==> config.mk <==
export PLATFORM = sky130hd
export DESIGN_NAME = muldiv_sequencer
export DESIGN_NICKNAME = d
export VERILOG_FILES = /design/src/rtl/muldiv_sequencer.sv
export SDC_FILE = /design/constraint.sdc
export NUM_CORES = 1
export LEC_CHECK = 0
export BUFFER_PORTS_ARGS = -buffer_cell sky130_fd_sc_hd__clkbuf_2
export CAP_MARGIN = 20
export CORE_AREA = 2 2 44 46
export CTS_CLUSTER_SIZE = 20
export DETAILED_ROUTE_END_ITERATION = 12
export DIE_AREA = 0 0 46 48
export HOLD_SLACK_MARGIN = 0.15
export PLACE_DENSITY = 0.62
export SKIP_CTS_REPAIR_TIMING = 1
export SLEW_MARGIN = 20
export SYNTH_ARGS = -nofsm -noshare
export SYNTH_HDL_FRONTEND = slang
export SYNTH_SLANG_ARGS = --single-unit
==> constraint.sdc <==
create_clock -name CPUClock -period 4.85 [get_ports CPUClock]
set_clock_uncertainty 0.15 [all_clocks]
set_input_delay 0.2425 -clock CPUClock [delete_from_list [all_inputs] [get_ports CPUClock]]
set_output_delay 0.2425 -clock CPUClock [all_outputs]
set_load 0.03 [all_outputs]
==> src/rtl/muldiv_sequencer.sv <==
// Sequencer for the 8051 MUL AB / DIV AB datapath: four select iterations, then a PSW flag cycle.
// Optional divide-by-zero fast path: define MULDIV_DIV0_FAST_EN to skip the iterations when B is zero.
module muldiv_sequencer #(
    parameter int STATE_W = 8
) (
    input  logic               CPUClock,
    input  logic               RESET,
    input  logic               START_MUL,
    input  logic               START_DIV,
    input  logic               ABORT,
    input  logic               B_IS_ZERO,
    output logic [STATE_W-1:0] STATE,
    output logic               MUL_INST,
    output logic               DIV_INST,
    output logic               CY_ENABLE,
    output logic               CY_IN,
    output logic               OV_ENABLE,
    output logic               OV_IN,
    output logic               BUSY,
    output logic               DONE
);

    typedef enum logic [5:0] {
        S_IDLE  = 6'b000001,
        S_ITER1 = 6'b000010,
        S_ITER2 = 6'b000100,
        S_ITER3 = 6'b001000,
        S_ITER4 = 6'b010000,
        S_FLAG  = 6'b100000
    } state_t;

    state_t state_q;
    logic   op_div_q;
    logic   div0_q;
    logic   start_s;
    logic   start_fast_s;
    logic   in_iter_s;
    logic   flag_s;

    assign start_s = START_MUL | START_DIV;

`ifdef MULDIV_DIV0_FAST_EN
    assign start_fast_s = ~START_MUL & START_DIV & B_IS_ZERO;
`else
    assign start_fast_s = 1'b0;
`endif

    // Phase sequencing, op-type latch and divide-by-zero capture.
    always_ff @(posedge CPUClock or posedge RESET) begin
        if (RESET) begin
            state_q  <= S_IDLE;
            op_div_q <= 1'b0;
            div0_q   <= 1'b0;
        end else begin
            case (state_q)
                S_IDLE, S_FLAG: begin
                    if (start_s) begin
                        // MUL wins when both requests arrive together
                        op_div_q <= ~START_MUL;
                        if (!START_MUL) begin
                            div0_q <= B_IS_ZERO;
                        end else begin
                            div0_q <= div0_q;
                        end
                        state_q <= start_fast_s ? S_FLAG : S_ITER1;
                    end else begin
                        state_q <= S_IDLE;
                    end
                end
                S_ITER1: state_q <= ABORT ? S_IDLE : S_ITER2;
                S_ITER2: state_q <= ABORT ? S_IDLE : S_ITER3;
                S_ITER3: state_q <= ABORT ? S_IDLE : S_ITER4;
                S_ITER4: state_q <= S_FLAG;
                default: state_q <= S_IDLE;
            endcase
        end
    end

    assign in_iter_s = |state_q[4:1];
    assign flag_s    = state_q[5];

    assign STATE     = STATE_W'(state_q);
    assign MUL_INST  = in_iter_s & ~op_div_q;
    assign DIV_INST  = in_iter_s & op_div_q;
    assign BUSY      = ~state_q[0];
    assign DONE      = flag_s;
    assign CY_ENABLE = flag_s;
    assign CY_IN     = 1'b0;
    assign OV_ENABLE = flag_s;
    // OV is a data value: for MUL it reflects the product high byte already written into B.
    assign OV_IN     = flag_s & (op_div_q ? div0_q : ~B_IS_ZERO);

endmodule
==> impl_metrics.env <==
export IMPL_status="finished clean"
export IMPL_grt_pass1_wl_um=1442
export IMPL_wl_per_cell_um=10.84
export IMPL_cts_clk_slew_worst_paths_ps=60
export IMPL_netlist_instances=49
export IMPL_crit_fanout=9
export IMPL_dieWidth_um=46
export IMPL_fp_row_count=15
export IMPL_grt_usage_pct=9.438
export IMPL_layout_common_cells="clkbuf_2 (18), dfrtp_1 (7), nor2_1 (5), dlygate4sd3_1 (5)"
export IMPL_dieHeight_um=48
export IMPL_yosysSeqAreaShare_pct=41.82
export IMPL_fin_crit_ps=2048
export IMPL_drv_cap=0
export IMPL_reg2reg_from="state_q[2]$_DFF_PP0_"
export IMPL_synth_distinct_cells=25
export IMPL_startpoint_type="flop"
export IMPL_cts_buffers=3
export IMPL_routed_wl_um=965
export IMPL_drc_errors=0
export IMPL_avgSynthCellArea_um2=9.831
export IMPL_fin_setup_tns_ps=0
export IMPL_synthesis_area_um2=481.7
export IMPL_fin_crit_sh_pct=42.22
export IMPL_gp_congestion=0.7275
export IMPL_setup_viol=0
export IMPL_crit_type="reg2out"
export IMPL_final_layout_size_suffix_gt1_share_pct=37.50
export IMPL_stdcell_count=89
export IMPL_grt_pass1_vias=341
export IMPL_root_buffer="clkbuf_4"
export IMPL_via_per_inst=4.674
export IMPL_hp_class="in2async"
export IMPL_gr_total_overflow=0
export IMPL_clk_path_buf_depth=2
export IMPL_clock_latency_ps=260
export IMPL_rsz0062_at_grt="no"
export IMPL_ys_warn_count=0
export IMPL_place_detailed_hpwl_um=705.4
export IMPL_powerDensity_nw_per_um2=520.3
export IMPL_leakage_nw=0.3370
export IMPL_arrival_ps=1660
export IMPL_clock_sinks=8
export IMPL_first_iter_violations=17
export IMPL_hold_viol=0
export IMPL_die_area_um2=2208
export IMPL_ctsHtreeMaxLevel=1
export IMPL_core_area_um2=1689
export IMPL_setup_worst_path_start="state_q[2]$_DFF_PP0_"
export IMPL_crit_required_ps=4460
export IMPL_initial_core_util_pct=28.52
export IMPL_cts_tree="done"
export IMPL_ant_nets=0
export IMPL_diodes=0
export IMPL_antenna_found_initial=0
export IMPL_numPortBuffers=18
export IMPL_fmax_ghz=0.4884
export IMPL_ys_seq_elements=8
export IMPL_syn2layout_area_growth_pct=31.17
export IMPL_nNetsFinal=79
export IMPL_drv_slew=0
export IMPL_via_count=416
export IMPL_drt_pass1_iter_count=3
export IMPL_io_pins=22
export IMPL_grt_max_degree=10
export IMPL_dp_cells=80
export IMPL_layout_commonest_cell="clkbuf_2"
export IMPL_ir_drop_uv=200.2
export IMPL_end_kind="primary output"
cell type report:
type	count	area, um2
Sequential cell	8	201.4
Clock buffer	4	26.28
Inverter	2	7.507
Fill cell	182	1057
Timing Repair Buffer	23	140.1
Tap cell	17	21.27
Multi-Input combinational cell	35	235.2
state kept, by name, summed over array words and instances, names as in the netlist:
| signal | flops |
|---|---|
| div0_q | 1 |
| state_q | 6 |
| op_div_q | 1 |
kinds of logic (layout without fill, tap and decap cells):
kind of cell,after synthesis,after routing,share of synthesized area (%)
simple gates,21,21,28.57
compound gates,8,8,11.95
flops,8,8,41.82
buf+inv,8,29,10.91
xor+xnor,2,2,3.637
other cells,1,3,0.7785
mux,1,1,2.337
through the flow:
| stage | setup WS (ps) | utilization, % | cell area (um2) | hold WS (ps) | total power [W] |
|---|---|---|---|---|---|
| 2_1_floorplan | 3121 | - | 489.2 | -92.56 | 0.0002350 |
| 3_3_place_gp | 3124 | 32.89 | 555.5 | 32.83 | 0.0002686 |
| 3_5_place_dp | 3093 | 32.89 | 555.5 | 41.34 | 0.0002709 |
| 4_1_cts | 2805 | 34.44 | 581.8 | -243.4 | 0.0003288 |
| 5_1_grt | 2730 | 37.41 | 631.9 | 342.9 | 0.0003557 |
| 6_report | 2802 | 37.41 | 631.9 | 305.5 | 0.0003288 |
metal layers:
metal	track usage (%)	up-vias	share of wire (%)
li1	-	214	-
met1	12.22	187	49
met2	13.61	13	47
met3	2.264	2	2.6
met4	6.857	0	0.83
met5	0	-	0
synthesized netlist by cell type, drive strengths merged:
| master | instances | area (um2) |
|---|---|---|
| dfrtp | 7 | 175.2 |
| buf | 6 | 45.04 |
| nor2 | 5 | 18.77 |
| nand2 | 3 | 11.26 |
| nor3 | 3 | 15.01 |
| a31oi | 2 | 12.51 |
| and3b | 2 | 20.02 |
| inv | 2 | 7.510 |
| o21ai | 2 | 10.01 |
| xor2 | 2 | 17.52 |
| and2 | 1 | 6.260 |
| and2b | 1 | 8.760 |
| conb | 1 | 3.750 |
| dfstp | 1 | 26.28 |
| mux2 | 1 | 11.26 |
| nand3 | 1 | 5.000 |
| nand4b | 1 | 8.760 |
| nor4 | 1 | 21.27 |
| o2111ai | 1 | 8.760 |
| o211a | 1 | 10.01 |
| o211ai | 1 | 7.510 |
| o2bb2ai | 1 | 8.760 |
| or2 | 1 | 6.260 |
| or3 | 1 | 6.260 |
| or4b | 1 | 10.01 |
report_power, final:
group,internal (W),total [W],switching (W)
Sequential,0.0000886,0.000115,0.0000262
Combinational,0.0000596,0.000158,0.0000984
Clock,0.0000316,0.0000559,0.0000243
worst max-delay path: stages (launching register included):
cell and delay, ps:
dfrtp_1 480, nor4_4 480, and2b_2 260, clkbuf_2 170
final timing paths:
kind / end / slack [ps] / cells after the start
max reg2reg: div0_q$_DFFE_PP0P_ / 3130 / 3
min in group CPUClock: div0_q$_DFFE_PP0P_ / 340 / 1
max in group asynchronous: state_q[0]$_DFF_PP1_ / 3950 / 3
min reg2reg: div0_q$_DFFE_PP0P_ / 340 / 1
min: state_q[3]$_DFF_PP0_ / 310 / 3
max: DIV_INST / 2800 / 3
Note: power is estimated with default switching activity, not from simulation.
